<file path="config.mk">
export PLATFORM = sky130hd
export DESIGN_NAME = llc_rst_flush_walker_flat
export DESIGN_NICKNAME = d
export VERILOG_FILES = /design/src/rtl/llc_rst_flush_walker_pkg.sv /design/src/rtl/llc_rst_flush_walker_if.sv /design/src/rtl/llc_popcount.sv /design/src/rtl/llc_rst_flush_walker.sv /design/src/flat_wrapper.sv
export SDC_FILE = /design/constraint.sdc
export NUM_CORES = 1
export LEC_CHECK = 0
export ABC_AREA = 1
export CAP_MARGIN = 0
export CORE_MARGIN = 2
export CORE_UTILIZATION = 40
export DETAILED_ROUTE_END_ITERATION = 10
export HOLD_SLACK_MARGIN = 0.08
export PLACE_DENSITY = 0.71
export SYNTH_ARGS = -nofsm -noshare
export SYNTH_HDL_FRONTEND = slang
export SYNTH_SLANG_ARGS = --single-unit
</file>
<file path="constraint.sdc">
create_clock -name clk -period 1.5 [get_ports clk]
set_input_delay 0.15 -clock clk [delete_from_list [all_inputs] [get_ports clk]]
set_output_delay 0.15 -clock clk [all_outputs]
set_load 0.02 [all_outputs]
</file>
<file path="src/rtl/llc_rst_flush_walker_pkg.sv">
// Shared LLC cache types: geometry macros, the set index type and the reset/flush walker state.
// The walker's optional flushed-line counter is enabled by defining LLC_FLUSH_STATS_EN.
`ifndef LLC_SETS
`define LLC_SETS 16
`endif
`ifndef LLC_SET_BITS
`define LLC_SET_BITS 4
`endif
`ifndef LLC_NUM_PORTS
`define LLC_NUM_PORTS 4
`endif

package llc_rst_flush_walker_pkg;

  typedef logic [`LLC_SET_BITS-1:0]  llc_set_t;
  typedef logic [`LLC_NUM_PORTS-1:0] llc_way_mask_t;

  typedef enum logic [1:0] {
    IDLE,
    RST_WALK,
    FLUSH_WALK,
    FLUSH_RSP
  } llc_rf_state_t;

  // LLC_SETS is a power of two, so the set counter wraps to 0 on its own after this index.
  localparam llc_set_t LLC_LAST_SET = llc_set_t'(`LLC_SETS - 1);

endpackage

</file>
<file path="src/rtl/llc_rst_flush_walker_if.sv">
// Request, completion and response signals between the LLC front-end, update stage and walker.
// flushed_lines exists only when LLC_FLUSH_STATS_EN is defined.
`ifndef LLC_SETS
`define LLC_SETS 16
`endif
`ifndef LLC_SET_BITS
`define LLC_SET_BITS 4
`endif
`ifndef LLC_NUM_PORTS
`define LLC_NUM_PORTS 4
`endif

interface llc_rst_flush_walker_if #(parameter int STATS_WIDTH = 16);
  import llc_rst_flush_walker_pkg::*;

  logic          rst_req;
  logic          flush_req;
  logic          incr_rst_flush_stalled_set;
  llc_way_mask_t wr_rst_flush;
  llc_set_t      rst_flush_stalled_set;
  logic          is_rst_to_resume;
  logic          is_flush_to_resume;
  logic          rst_flush_busy;
  logic          flush_done_valid;
  logic          flush_done_ready;
`ifdef LLC_FLUSH_STATS_EN
  logic [STATS_WIDTH-1:0] flushed_lines;
`else
  logic [STATS_WIDTH-1:0] unused_stats_width;
  assign unused_stats_width = '0;
`endif

  modport master (
    output rst_req, flush_req, incr_rst_flush_stalled_set, wr_rst_flush, flush_done_ready,
`ifdef LLC_FLUSH_STATS_EN
    input  flushed_lines,
`endif
    input  rst_flush_stalled_set, is_rst_to_resume, is_flush_to_resume, rst_flush_busy,
           flush_done_valid
  );

  modport slave (
    input  rst_req, flush_req, incr_rst_flush_stalled_set, wr_rst_flush, flush_done_ready,
`ifdef LLC_FLUSH_STATS_EN
    output flushed_lines,
`endif
    output rst_flush_stalled_set, is_rst_to_resume, is_flush_to_resume, rst_flush_busy,
           flush_done_valid
  );

endinterface

</file>
<file path="src/rtl/llc_popcount.sv">
// Combinational population count of a WIDTH-bit vector; only built with LLC_FLUSH_STATS_EN.
`ifdef LLC_FLUSH_STATS_EN
module llc_popcount #(
  parameter int WIDTH = 4,
  parameter int CW    = $clog2(WIDTH + 1)
) (
  input  logic [WIDTH-1:0] bits,
  output logic [CW-1:0]    count
);

  always_comb begin
    count = '0;
    for (int i = 0; i < WIDTH; i++) begin
      count = count + CW'(bits[i]);
    end
  end

endmodule
`endif

</file>
<file path="src/rtl/llc_rst_flush_walker.sv">
// Walks every LLC set for reset invalidation or flush, queues one opposite-kind request,
// and returns a flush-done handshake. LLC_FLUSH_STATS_EN adds a saturating flushed-line count.
`ifndef LLC_SETS
`define LLC_SETS 16
`endif
`ifndef LLC_SET_BITS
`define LLC_SET_BITS 4
`endif
`ifndef LLC_NUM_PORTS
`define LLC_NUM_PORTS 4
`endif

module llc_rst_flush_walker
  import llc_rst_flush_walker_pkg::*;
#(
  parameter int STATS_WIDTH = 16
) (
  input logic clk,
  input logic rst,
  llc_rst_flush_walker_if.slave bus
);

  llc_rf_state_t state_q, state_d;
  llc_set_t      set_q, set_d;
  logic          pend_rst_q, pend_rst_d;
  logic          pend_flush_q, pend_flush_d;
  logic          flush_start;

  always_ff @(posedge clk or posedge rst) begin
    if (rst) begin
      state_q      <= RST_WALK;
      set_q        <= '0;
      pend_rst_q   <= 1'b0;
      pend_flush_q <= 1'b0;
    end else begin
      state_q      <= state_d;
      set_q        <= set_d;
      pend_rst_q   <= pend_rst_d;
      pend_flush_q <= pend_flush_d;
    end
  end

  always_comb begin
    state_d      = state_q;
    set_d        = set_q;
    pend_rst_d   = pend_rst_q;
    pend_flush_d = pend_flush_q;
    flush_start  = 1'b0;
    case (state_q)
      IDLE: begin
        // A simultaneous reset and flush runs the reset first and parks the flush.
        if (bus.rst_req) begin
          state_d      = RST_WALK;
          set_d        = '0;
          pend_flush_d = bus.flush_req;
        end else if (bus.flush_req) begin
          state_d     = FLUSH_WALK;
          set_d       = '0;
          flush_start = 1'b1;
        end
      end
      RST_WALK: begin
        if (bus.flush_req) pend_flush_d = 1'b1;
        if (bus.incr_rst_flush_stalled_set) begin
          set_d = set_q + 1'b1;
          if (set_q == LLC_LAST_SET) begin
            if (pend_flush_q || bus.flush_req) begin
              state_d      = FLUSH_WALK;
              pend_flush_d = 1'b0;
              flush_start  = 1'b1;
            end else begin
              state_d = IDLE;
            end
          end
        end
      end
      FLUSH_WALK: begin
        if (bus.rst_req) pend_rst_d = 1'b1;
        if (bus.incr_rst_flush_stalled_set) begin
          set_d = set_q + 1'b1;
          if (set_q == LLC_LAST_SET) state_d = FLUSH_RSP;
        end
      end
      FLUSH_RSP: begin
        if (bus.rst_req) pend_rst_d = 1'b1;
        if (bus.flush_done_ready) begin
          if (pend_rst_q || bus.rst_req) begin
            state_d    = RST_WALK;
            set_d      = '0;
            pend_rst_d = 1'b0;
          end else begin
            state_d = IDLE;
          end
        end
      end
      default: state_d = IDLE;
    endcase
  end

  assign bus.rst_flush_stalled_set = set_q;
  assign bus.is_rst_to_resume      = (state_q == RST_WALK);
  assign bus.is_flush_to_resume    = (state_q == FLUSH_WALK);
  assign bus.rst_flush_busy        = (state_q != IDLE);
  assign bus.flush_done_valid      = (state_q == FLUSH_RSP);

`ifdef LLC_FLUSH_STATS_EN
  localparam int CW = $clog2(`LLC_NUM_PORTS + 1);

  logic [CW-1:0]          pc;
  logic [STATS_WIDTH-1:0] flushed_q, flushed_d;
  logic [STATS_WIDTH:0]   sum;

  llc_popcount #(.WIDTH(`LLC_NUM_PORTS), .CW(CW)) u_popcount (
    .bits  (bus.wr_rst_flush),
    .count (pc)
  );

  always_ff @(posedge clk or posedge rst) begin
    if (rst) flushed_q <= '0;
    else     flushed_q <= flushed_d;
  end

  // The extra sum bit flags overflow so the counter pins at all-ones instead of wrapping.
  always_comb begin
    flushed_d = flushed_q;
    sum       = {1'b0, flushed_q} + (STATS_WIDTH + 1)'(pc);
    if (flush_start) begin
      flushed_d = '0;
    end else if (state_q == FLUSH_WALK && bus.incr_rst_flush_stalled_set) begin
      flushed_d = sum[STATS_WIDTH] ? '1 : sum[STATS_WIDTH-1:0];
    end
  end

  assign bus.flushed_lines = flushed_q;
`else
  logic                   unused_inputs;
  logic [STATS_WIDTH-1:0] unused_stats;
  assign unused_inputs = ^{bus.wr_rst_flush, flush_start};
  assign unused_stats  = '0;
`endif

endmodule

</file>
<file path="src/flat_wrapper.sv">
// flat-port wrapper written by rule: the top's interface ports become plain ports
module llc_rst_flush_walker_flat import llc_rst_flush_walker_pkg::*;
#(
  parameter int STATS_WIDTH = 16
)
  (clk, rst, bus_rst_req, bus_flush_req, bus_incr_rst_flush_stalled_set, bus_wr_rst_flush, bus_flush_done_ready, bus_rst_flush_stalled_set, bus_is_rst_to_resume, bus_is_flush_to_resume, bus_rst_flush_busy, bus_flush_done_valid);
  llc_rst_flush_walker_if #(.STATS_WIDTH(STATS_WIDTH)) bus_i ();
  input logic clk;
  input logic rst;
  input wire logic [$bits(bus_i.rst_req)-1:0] bus_rst_req;
  input wire logic [$bits(bus_i.flush_req)-1:0] bus_flush_req;
  input wire logic [$bits(bus_i.incr_rst_flush_stalled_set)-1:0] bus_incr_rst_flush_stalled_set;
  input wire logic [$bits(bus_i.wr_rst_flush)-1:0] bus_wr_rst_flush;
  input wire logic [$bits(bus_i.flush_done_ready)-1:0] bus_flush_done_ready;
  output wire logic [$bits(bus_i.rst_flush_stalled_set)-1:0] bus_rst_flush_stalled_set;
  output wire logic [$bits(bus_i.is_rst_to_resume)-1:0] bus_is_rst_to_resume;
  output wire logic [$bits(bus_i.is_flush_to_resume)-1:0] bus_is_flush_to_resume;
  output wire logic [$bits(bus_i.rst_flush_busy)-1:0] bus_rst_flush_busy;
  output wire logic [$bits(bus_i.flush_done_valid)-1:0] bus_flush_done_valid;
  assign bus_i.rst_req = bus_rst_req;
  assign bus_i.flush_req = bus_flush_req;
  assign bus_i.incr_rst_flush_stalled_set = bus_incr_rst_flush_stalled_set;
  assign bus_i.wr_rst_flush = bus_wr_rst_flush;
  assign bus_i.flush_done_ready = bus_flush_done_ready;
  assign bus_rst_flush_stalled_set = bus_i.rst_flush_stalled_set;
  assign bus_is_rst_to_resume = bus_i.is_rst_to_resume;
  assign bus_is_flush_to_resume = bus_i.is_flush_to_resume;
  assign bus_rst_flush_busy = bus_i.rst_flush_busy;
  assign bus_flush_done_valid = bus_i.flush_done_valid;
  llc_rst_flush_walker #(.STATS_WIDTH(STATS_WIDTH)) u_core (.clk(clk), .rst(rst), .bus(bus_i));
endmodule
</file>
# Word level (Yosys, flattened, before mapping)

Index checks and enable logic that the tools add are counted.

Memories kept: 0
Register bits after elaboration: 8
Latch bits: 0
Output and inout bits: 8
ROM bits: 0
RAM bits: 0
Logic and storage cells: 54
Input port bits: 10

Bitwise operators: 0
Multiplexer cells: 26
$mul: 0
Div/mod/pow operators: 0
Magnitude comparators: 0
Shift operators: 0
Equality and inequality tests: 13
Reductions and logical operators: 10
Add/sub/neg operators: 1

Operators by type and width:

| operator                                                                | count |
|---|---|
| 4-bit 2-to-1 mux                                                        | 5 |
| 2-bit 2-to-1 mux                                                        | 8 |
| 4-bit one-hot mux with 3 select lines                                   | 1 |
| 1-bit 2-to-1 mux                                                        | 9 |
| 2-bit by 1-bit inequality test with 1-bit output, second input constant | 4 |
| 2-bit inequality test, second input constant                            | 4 |
| 2-bit one-hot mux with 4 select lines                                   | 1 |
| 6-bit AND reduction                                                     | 1 |
| 2-bit nonzero test                                                      | 3 |
| 4-bit by 1-bit adder with 4-bit output, second input constant           | 1 |
| 2-bit == test, second input constant                                    | 2 |
| 4-bit == test, second input constant                                    | 1 |
| 1-bit one-hot mux with 2 select lines                                   | 2 |
| 4-bit AND reduction                                                     | 1 |
| 3-bit inequality test, second input constant                            | 1 |
| 2-bit by 1-bit == test with 1-bit output, second input constant         | 1 |
| 2-bit zero test                                                         | 1 |
| 1-bit logical OR                                                        | 2 |
| 2-bit AND reduction                                                     | 1 |
| 2-bit OR reduction                                                      | 1 |

# Depth between registers and ports, before layout

Gate-level depths: netlist of the first run.

Word-level depth: 5
Mapped depth: 9
Depth with buffers taken out: 9

# Worst setup path before layout of the first run

Ideal clock, no wire load.

Path kind: reg2reg
From: reg u_core.state_q[0]
To: reg u_core.pend_flush_q
Required time: 1383 ps
Stages on the path, launching flop included: 9
Period minus slack after synthesis: 1482 ps
Setup time: 117 ps
Slack: 18 ps
Path buffers: 0
Arrival: 1365 ps
Path through: dfstp_2 -> inv_1 -> ha_1 -> inv_1 -> nand2_1 -> nand2_1 -> o21ai_0 -> nor2_1 -> nor2_1

Longest elaborated chain between the ends: 3
Elaborated cells on any way between the ends: 6
Classes of those cells: eq/ne (2); mux (1); reduce/logical (3)

RTL lines:

| element                                                                      | line                       | text |
|---|---|---|
| start, declared                                                              | llc_rst_flush_walker.sv:23 | `llc_rf_state_t state_q, state_d;` |
| start signal, assigned                                                       | llc_rst_flush_walker.sv:36 | `state_q <= state_d;` |
| 2-bit by 1-bit == test with 1-bit output or 2-bit zero test (tied branches)  | llc_rst_flush_walker.sv:49 | `case (state_q)` |
| 2-bit nonzero test (no source line) or 2-bit inequality test (tied branches) | -                          |  |
| 2-bit AND reduction (no source line)                                         | -                          |  |
| end signal, assigned                                                         | llc_rst_flush_walker.sv:39 | `pend_flush_q <= pend_flush_d;` |
| end, declared                                                                | llc_rst_flush_walker.sv:26 | `logic pend_flush_q, pend_flush_d;` |

Several ways; a longest one is shown, not always the timed one.
A chain may end at the register's enable or synchronous reset.

# Worst setup path after layout of the first run

From: reg u_core.state_q[0]
To: reg u_core.set_q[1], in the netlist u_core.bus.rst_flush_stalled_set[1]

Longest elaborated chain between the ends: 4
Elaborated cells on any way between the ends: 11
Classes of those cells: eq/ne (7); mux (1); reduce/logical (3)

RTL lines:

| element                                                                   | line                       | text |
|---|---|---|
| 2-bit by 1-bit == test with 1-bit output or 2-bit == test (tied branches) | llc_rst_flush_walker.sv:49 |  |
| 2-bit OR reduction (no source line)                                       | -                          |  |
| 2-bit by 1-bit inequality test with 1-bit output (no source line)         | -                          |  |
| 4-bit AND reduction (no source line)                                      | -                          |  |
| end signal, assigned                                                      | llc_rst_flush_walker.sv:37 | `set_q <= set_d;` |
| end, declared                                                             | llc_rst_flush_walker.sv:24 | `llc_set_t set_q, set_d;` |

Several ways; a longest one is shown, not always the timed one.

==> flow_summary.json, run 1 <==
{
  "syn_area_um2": 611,
  "cts_sinks": 8,
  "r2r_slack_ns": 0.06,
  "ff2ff_path_depth": 7,
  "fin_crit_ns": 1.44,
  "crit_type": "reg2reg",
  "clockRootBuffer": "clkbuf_4",
  "dr_wl_met3_um": 93,
  "postSynthCellCount": 89,
  "tightest_slew_ns": 0.328,
  "slowest_delay_ns": 0.53,
  "setup_viol_count_final": 0,
  "hold_class": "in2async",
  "crit_path_start_kind": "flip-flop",
  "routed_wirelength_um": 1410,
  "clk_latency_ns": 0.26,
  "synth_seq_cells": 8,
  "htreeDepth": 1,
  "cp.arrival_ns": 1.59,
  "numCtsBuffers": 3,
  "die_y_um": 43.1,
  "crit_chain": "inv_2 > ha_2 > buf_4 > nand2_4 > nand4_1 > nand2_1 > nand2_1",
  "path_buf_inv": 2,
  "grt_start_max_net_pins": 9,
  "run_status": "finished clean",
  "synth.area.mux_share": 0,
  "crit_slowest_cell": "dfstp_2",
  "antenna_found_initial": 0,
  "layout_setup_ws_ns": 0.0621,
  "tritoncts": "done",
  "synth_nets": 106,
  "cts_max_path_buffers": 2,
  "io_pins": 18,
  "synthXorXnorAreaFrac": 0,
  "die-width_um": 43.1,
  "fin_nets": 132,
  "async_flop_share": 1.00,
  "vias": 635,
  "vias_per_cell": 4.88,
  "synth_top_family_by_area": "simple AND/OR/NAND/NOR gates",
  "synth_ff_type": "dfrtp_1",
  "dieArea_um2": 1860,
  "ant_nets": 0,
  "power.static_leakage_nw": 0.525,
  "io_buffers": 13,
  "wire_per_inst_um": 10.8,
  "setup_tns_ns": 0,
  "clock_skew_ns": 0.00742,
  "core-area_um2": 1470,
  "routed.top_layer": "met4",
  "hold_viol": 0,
  "critPathCaptureType": "flip-flop",
  "grt_pass1_wl_um": 2410,
  "start_util": 0.415,
  "diodes": 0,
  "overflow": 0,
  "power_density_nw_per_um2": 2060,
  "finalWeightedCongestion": 0.770,
  "r2r-end": "u_core.bus.rst_flush_stalled_set[1]$_DFFE_PP0P_",
  "synth_seq_area_share": 0.330,
  "drt-initial-drc-count": 8,
  "met1_length_um": 625,
  "yosys_warnings": 0,
  "cpMostUsedCell": "nand2_1",
  "path_max_fanout": 3,
  "rows": 14,
  "synth_cell_type_count": 15,
  "crit_family": "flip-flops",
  "ir_drop_mv": 1.29,
  "place_ws_ns": -0.0865,
  "synthAdderAreaFrac": 0.143,
  "path_clk_slew_ns": 0.06,
  "area_growth_pct": 40.4,
  "fin_crit_sh": 0.959,
  "synthSimpleGateAreaFrac": 0.334,
  "postSynthAreaPerCell_um2": 6.86,
  "layout-drive-gt1-share": 0.237,
  "wl_met2_um": 686,
  "required_ns": 1.65,
  "post-cts-setup-buffer-count": 0,
  "maxCapViolCount": 0,
  "rsz0062_at_grt": "false",
  "track_usage": 0.171,
  "drc_errors": 0,
  "hpwl_um": 1090,
  "slew_violations": 0,
  "relSlewSlack": 0.781,
  "synth_compound_area_frac": 0.107,
  "layout_commonest_cell": "nand2_1",
  "synth_edf_count": 0,
  "grt_pass1_vias": 602,
  "drtPass1Iterations": 4,
  "clock.fmax_ghz": 0.695,
  "holdBufCountCts": 0,
  "layout.cells.most_common_list": "28 x nand2_1, 13 x inv_1, 9 x nor2_1, 8 x buf_4, 7 x dfrtp_1",
  "reg2reg_from": "u_core.state_q[0]$_DFFE_PP1P_"
}
timing repair:
action                                  CTS  global route
pin swaps                                 0             8
resized for setup                        13            18
endpoints found under the setup margin    4            14
registers in the layout (all words and copies together) (netlist names):
register / cells
u_core.bus.rst_flush_stalled_set: 4
u_core.state_q: 2
u_core.pend_flush_q: 1
u_core.pend_rst_q: 1
area by class of cell:
class,instances,area [um2]
Clock buffer,4,26.3
Inverter,14,52.6
Multi-Input combinational cell,67,377
Tap cell,16,20.0
Timing Repair Buffer,21,180
Fill cell,150,614
Sequential cell,8,201
worst max-delay path by stage:
stage                             startpoint                                               to  slack (ns)  cells after the start
2_1_floorplan  u_core.state_q[0]$_DFFE_PP1P_                  u_core.pend_flush_q$_DFFE_PP0P_        0.02                      8
3_3_place_gp   u_core.state_q[0]$_DFFE_PP1P_                               bus_rst_flush_busy       -0.07                      4
3_5_place_dp   u_core.state_q[0]$_DFFE_PP1P_                               bus_rst_flush_busy       -0.09                      4
4_1_cts        u_core.state_q[0]$_DFFE_PP1P_                             bus_flush_done_valid       0.008                      3
5_1_grt        u_core.state_q[0]$_DFFE_PP1P_  u_core.bus.rst_flush_stalled_set[2]$_DFFE_PP0P_       0.007                      8
6_report       u_core.state_q[0]$_DFFE_PP1P_  u_core.bus.rst_flush_stalled_set[1]$_DFFE_PP0P_        0.06                      7
worst register-to-register path: stages (launching register included):
cell and delay [ns]:
dfstp_2 0.53, inv_2 0.05, ha_2 0.18, buf_4 0.15, nand2_4 0.07, nand4_1 0.18
nand2_1 0.12, nand2_1 0.05
metrics by stage:
| step | instance area, um2 | std cells | hold slack [ns] | util | power, mW |
|---|---|---|---|---|---|
| after floorplan | 611 | 89 | -0.0351 | - | 1.11 |
| after detailed placement | 821 | 126 | 0.427 | 0.558 | 1.58 |
| final | 857 | 130 | 0.139 | 0.582 | 1.76 |
| after CTS | 846 | 130 | 0.151 | 0.575 | 1.75 |
| after global routing | 857 | 130 | 0.176 | 0.582 | 1.94 |
| after global placement | 821 | 126 | 0.429 | 0.558 | 1.56 |
per-layer routing:
| layer | global-route usage | vias up |
|---|---|---|
| li1 | - | 328 |
| met2 | 0.285 | 20 |
| met3 | 0.0426 | 2 |
| met5 | 0 | - |
| met1 | 0.215 | 285 |
| met4 | 0.0545 | 0 |
power breakdown:
group	total [mW]	switching (mW)	internal (mW)
Clock	0.182	0.0799	0.102
Combinational	1.18	0.672	0.512
Sequential	0.396	0.0820	0.314
cells in the mapped netlist (2+ instances only):
| cell type | number | area share |
|---|---|---|
| o21ai_0 | 7 | 0.057 |
| dfrtp_1 | 7 | 0.29 |
| nand2_2 | 2 | 0.020 |
| nor2_1 | 10 | 0.061 |
| nand4_1 | 2 | 0.020 |
| nand2_1 | 29 | 0.18 |
| nand3_1 | 3 | 0.025 |
| ha_1 | 7 | 0.14 |
| inv_1 | 14 | 0.086 |
| a21oi_1 | 3 | 0.025 |
cell families (layout without fill, tap and decap cells):
group | count (synthesis) | in the layout
AO/OA/AOI/OAI | 12 | 12
adder cells (fa/ha/maj) | 7 | 7
buffers and inverters | 14 | 39
flip-flops | 8 | 8
AND/OR/NAND/NOR | 48 | 48
Power figures use the tool's default switching activity.
==> run 2, diff against run 1 <==
==> constraint.sdc (replaced) <==
create_clock -name clk -period 1.5 [get_ports clk]
set_input_delay 0.225 -clock clk [delete_from_list [all_inputs] [get_ports clk]]
set_output_delay 0.225 -clock clk [all_outputs]
set_load 0.02 [all_outputs]
==> run 2 against run 1 <==
Against the previous run:
- sequential share of layout area shrank 0.30 points
- combinational power up 6%
- largest cell class unchanged
- non-clock buffer count grew 1
- via count fell by 0.16%
==> flow_summary.json, run 2 (synthesized netlist as in run 1, its figures left out) <==
{
  "ff2ff_path_depth": 7,
  "drtPass1Iterations": 3,
  "grt_pass1_vias": 592,
  "routed_wirelength_um": 1430,
  "relSlewSlack": 0.791,
  "clock.fmax_ghz": 0.688,
  "hold_ws_ns": 0.208,
  "vias_per_cell": 4.84,
  "crit_slowest_cell": "dfstp_2",
  "power.static_leakage_nw": 0.480,
  "area_growth_pct": 42.2,
  "antenna_found_initial": 0,
  "drt-initial-drc-count": 12,
  "grt_pass1_wl_um": 2390,
  "die-width_um": 43.1,
  "track_usage": 0.172,
  "clockRootBuffer": "clkbuf_4",
  "layout_commonest_cell": "nand2_1",
  "r2r_slack_ns": 0.07,
  "critPathCaptureType": "output pin",
  "maxCapViolCount": 0,
  "htreeDepth": 1,
  "setup_viol_count_final": 0,
  "reg2reg_from": "u_core.state_q[0]$_DFFE_PP1P_",
  "layout.cells.most_common_list": "26 x nand2_1, 13 x inv_1, 12 x buf_4, 10 x nor2_1, 7 x dfrtp_1",
  "crit_type": "reg2out",
  "numCtsBuffers": 3,
  "slew_violations": 0,
  "run_status": "finished clean",
  "finalWeightedCongestion": 0.782,
  "vias": 634,
  "design_area_um2": 868,
  "clk_latency_ns": 0.26,
  "ir_drop_mv": 0.938,
  "fin_nets": 133,
  "cts_sinks": 8,
  "fin_crit_sh": 0.968,
  "hpwl_um": 1150,
  "tightest_slew_ns": 0.313,
  "overflow": 0,
  "crit_path_start_kind": "flip-flop",
  "rows": 14,
  "hold_viol": 0,
  "cpMostUsedCell": "buf_4",
  "path_buf_inv": 2,
  "io_pins": 18,
  "io_buffers": 13,
  "ant_nets": 0,
  "dr_wl_met3_um": 83,
  "crit_chain": "buf_4 > ha_1 > buf_4",
  "tritoncts": "done",
  "die_y_um": 43.1,
  "start_util": 0.415,
  "dp.cells": 127,
  "routed.top_layer": "met4",
  "clock_skew_ns": 0.00493,
  "layout-drive-gt1-share": 0.243,
  "dieArea_um2": 1860,
  "setup_tns_ns": 0,
  "placed_area_um2": 828,
  "wl_met2_um": 698,
  "core-area_um2": 1470,
  "r2r-end": "u_core.bus.rst_flush_stalled_set[0]$_DFFE_PP0P_",
  "diodes": 0,
  "hold_class": "in2async",
  "largest_register_ffs": 4,
  "cts_max_path_buffers": 2,
  "grt_start_max_net_pins": 9,
  "required_ns": 1.27,
  "path_max_fanout": 4,
  "path_clk_slew_ns": 0.06,
  "met1_length_um": 626,
  "drc_errors": 0,
  "slowest_delay_ns": 0.53,
  "cp.arrival_ns": 1.23,
  "fin_crit_ns": 1.45,
  "wire_per_inst_um": 10.9,
  "stdcell_count": 131,
  "rsz0062_at_grt": "true",
  "power_density_nw_per_um2": 2090,
  "crit_family": "flip-flops"
}
[run 2: how the worst max path moves through the flow]
stage	to	cells after the start	from
floorplan	u_core.pend_flush_q$_DFFE_PP0P_	8	u_core.state_q[0]$_DFFE_PP1P_
global placement	bus_rst_flush_busy	4	u_core.state_q[0]$_DFFE_PP1P_
detailed placement	bus_rst_flush_busy	4	u_core.state_q[0]$_DFFE_PP1P_
CTS	bus_rst_flush_busy	4	u_core.state_q[0]$_DFFE_PP1P_
global route	u_core.state_q[0]$_DFFE_PP1P_	10	u_core.state_q[0]$_DFFE_PP1P_
finish	bus_is_rst_to_resume	3	u_core.state_q[0]$_DFFE_PP1P_
[run 2: metrics by stage]
| step | power, mW | util | setup WS [ns] |
|---|---|---|---|
| after global routing | 2.01 | 0.590 | -0.0177 |
| after CTS | 1.74 | 0.565 | 0.00444 |
| after global placement | 1.58 | 0.563 | -0.146 |
| final | 1.81 | 0.590 | 0.0474 |
| after detailed placement | 1.61 | 0.563 | -0.157 |
| after floorplan | 1.11 | - | 0.0179 |
[run 2: timing repair]
action                                  4_1_cts  5_1_grt
resized for setup                            20       14
setup buffers                                 0        0
endpoints found under the setup margin        8        9
hold buffers                                  0        0
pin swaps                                     0        6
hold endpoints to repair                      0        0
[run 2: routing by layer]
layer,GRT usage,vias up
li1,-,329
met1,0.199,288
met2,0.315,15
met3,0.0298,2
met4,0.0545,0
met5,0,-
[run 2: layout make-up]
type                    instances  area (um2)
repair buffers                 22         181
well taps                      16        20.0
fillers                       149         603
clock buffers                   4        26.3
multi-input cells              67         387
flip-flops and latches          8         201
inverters                      14        52.6
[run 2: where the power goes]
part	switching (mW)	leakage (nW)	internal, mW
sequential	0.0645	0.100	0.314
combinational	0.711	0.365	0.543
clock	0.0786	0.0150	0.102
total	0.854	0.480	0.959
[run 2: worst reg2reg max path, delay by kind of cell, from the launching register on]
family | cells | cell delay, ns
DFF | 1 | 0.53
and+or+nand+nor | 4 | 0.42
buffers and inverters | 2 | 0.21
adders and majority gates | 1 | 0.18
==> run 3, diff against run 2 <==
--- a/config.mk
+++ b/config.mk
@@ -9,6 +9,7 @@
 export CAP_MARGIN = 0
 export CORE_MARGIN = 2
 export CORE_UTILIZATION = 40
+export CTS_CLUSTER_SIZE = 8
 export DETAILED_ROUTE_END_ITERATION = 10
 export HOLD_SLACK_MARGIN = 0.08
 export PLACE_DENSITY = 0.71
==> constraint.sdc (replaced) <==
create_clock -name clk -period 1.21 [get_ports clk]
set_input_delay 0.1815 -clock clk [delete_from_list [all_inputs] [get_ports clk]]
set_output_delay 0.1815 -clock clk [all_outputs]
set_load 0.02 [all_outputs]
==> run 3 against run 2 <==
Against the previous run:
- the flow now finishes with violations (negative setup slack)
- critical path depth increased by 5
- flip-flop and latch count unchanged
- via count increased by 7.4%
- non-clock buffer count rose by 8
- count of clock-buffer cells in the layout stayed put
- die area is the same
- core utilization grew 12 points
- first-iteration DRC count fell by 17%
- sequential share of layout area fell by 3.8 points
- hold slack got worse by 0.055 ns
- worst setup slack got worse by 0.27 ns
- critical path type is now reg2reg
- critical endpoint is now u_core.bus.rst_flush_stalled_set[2]$_DFFE_PP0P_
- largest cell class unchanged
==> flow_summary.json, run 3 (synthesized netlist as in run 1, its figures left out) <==
{
  "crit_chain": "inv_4 > ha_4 > buf_6 > nand2_4 > nand2_4 > nor2_4 > nand2_1 > o21ai_1",
  "fin_crit_sh": 1.18,
  "rsz0062_at_grt": "true",
  "layout.cells.most_common_list": "21 x nand2_1, 17 x buf_4, 10 x nor2_1, 10 x inv_1, 8 x nand2_2",
  "p_int_mw": 1.50,
  "hpwl_um": 1270,
  "crit_type": "reg2reg",
  "required_ns": 1.41,
  "layout_setup_ws_ns": -0.223,
  "cts_sinks": 8,
  "ant_nets": 0,
  "vias": 681,
  "cts_max_path_buffers": 2,
  "start_util": 0.415,
  "finalWeightedCongestion": 0.783,
  "die_y_um": 43.1,
  "power_density_nw_per_um2": 2760,
  "grt_pass1_vias": 620,
  "overflow": 0,
  "cp.depth": 8,
  "hold_viol": 0,
  "fill_cells": 108,
  "io_buffers": 13,
  "fin_crit_ns": 1.43,
  "cp.arrival_ns": 1.64,
  "track_usage": 0.214,
  "clock_skew_ns": 0.00448,
  "crit_slowest_cell": "dfstp_2",
  "switching_share": 0.477,
  "layout_commonest_cell": "nand2_1",
  "power.static_leakage_nw": 0.531,
  "grt_start_max_net_pins": 9,
  "antenna_found_initial": 0,
  "crit_path_start_kind": "flip-flop",
  "seqPwrFrac": 0.172,
  "routed_wirelength_um": 1830,
  "drtPass1Iterations": 3,
  "htreeDepth": 1,
  "pwr-share-clk": 0.087,
  "stdcell_count": 139,
  "slew_violations": 0,
  "dp.cells": 132,
  "combPwrFrac": 0.741,
  "rows": 14,
  "clk_latency_ns": 0.27,
  "maxCapViolCount": 0,
  "fin_nets": 141,
  "clock.fmax_ghz": 0.698,
  "core-area_um2": 1470,
  "path_max_fanout": 5,
  "placed_area_um2": 896,
  "run_status": "complete, but fails checks",
  "largest_register_ffs": 4,
  "drc_errors": 0,
  "vias_per_cell": 4.90,
  "numCtsBuffers": 3,
  "diodes": 0,
  "crit_family": "flip-flops",
  "setup_viol_count_final": 12,
  "path_buf_inv": 2,
  "fin_total_pwr_mw": 2.86,
  "p_switching_mw": 1.37,
  "layout-drive-gt1-share": 0.423,
  "path_clk_slew_ns": 0.07,
  "tritoncts": "done",
  "ff2ff_path_depth": 8,
  "hold_class": "in2async",
  "ir_drop_mv": 1.75,
  "drt-initial-drc-count": 10,
  "grt_pass1_wl_um": 2870,
  "io_pins": 18,
  "die-width_um": 43.1,
  "dieArea_um2": 1860,
  "critPathCaptureType": "flip-flop",
  "design_area_um2": 1040,
  "cpMostUsedCell": "nand2_4",
  "area_growth_pct": 70.1,
  "relSlewSlack": 0.782,
  "wire_per_inst_um": 13.2,
  "violations": "negative setup slack",
  "tightest_slew_ns": 0.327,
  "clockRootBuffer": "clkbuf_4",
  "slowest_delay_ns": 0.58
}
run 3: per-stage QoR:
stage                     hold slack (ns)   util  worst slack, ns  setup TNS (ns)
after floorplan                  -0.00356      -           -0.115          -0.716
after global placement              0.459  0.609           -0.396           -3.03
after detailed placement            0.463  0.609           -0.455           -3.45
after CTS                           0.178  0.692           -0.221           -2.23
after global routing                0.211  0.706           -0.310           -3.11
final                               0.153  0.706           -0.223           -2.46
run 3: worst paths after layout:
| kind | start | slack (ns) | end |
|---|---|---|---|
| max | u_core.state_q[0]$_DFFE_PP1P_ | -0.22 | u_core.bus.rst_flush_stalled_set[2]$_DFFE_PP0P_ |
| min | rst | 0.15 | u_core.state_q[1]$_DFFE_PP0P_ |
| max reg2reg | u_core.state_q[0]$_DFFE_PP1P_ | -0.22 | u_core.bus.rst_flush_stalled_set[2]$_DFFE_PP0P_ |
| min reg2reg | u_core.pend_flush_q$_DFFE_PP0P_ | 0.54 | u_core.pend_flush_q$_DFFE_PP0P_ |
| max in group asynchronous | rst | 0.76 | u_core.state_q[0]$_DFFE_PP1P_ |
| min in group clk | u_core.pend_flush_q$_DFFE_PP0P_ | 0.54 | u_core.pend_flush_q$_DFFE_PP0P_ |
run 3: layout make-up:
| type | count | area (um2) | share of cell area |
|---|---|---|---|
| clock buffer | 4 | 26.3 | 0.0253 |
| inverter | 14 | 57.6 | 0.0554 |
| multi-input combinational | 67 | 478 | 0.460 |
| sequential | 8 | 201 | 0.194 |
| tap | 16 | 20.0 | 0.0193 |
| timing repair buffer | 30 | 255 | 0.246 |
run 3: metal layers:
layer,track usage,vias to the layer above,routed length (um)
met3,0.0553,4,53
met4,0.0606,0,30
met1,0.258,319,773
met5,0,-,0
li1,-,348,-
met2,0.373,10,974
run 3: repair_timing:
action,in CTS,in global routing
endpoints found under the setup margin,16,14
resized for setup,48,11
pin swaps,7,6
hold endpoints to repair,0,0
hold buffers,0,0
setup buffers,3,0
run 3: power by group through the flow:
| stage | logic (mW) | registers [mW] | clock network (mW) |
|---|---|---|---|
| final | 2.12 | 0.491 | 0.250 |
| after floorplan | 0.952 | 0.541 | 0 |
| after detailed placement | 1.71 | 0.489 | 0 |
| after global routing | 2.28 | 0.505 | 0.259 |
| after CTS | 1.99 | 0.485 | 0.248 |
| after global placement | 1.64 | 0.481 | 0 |
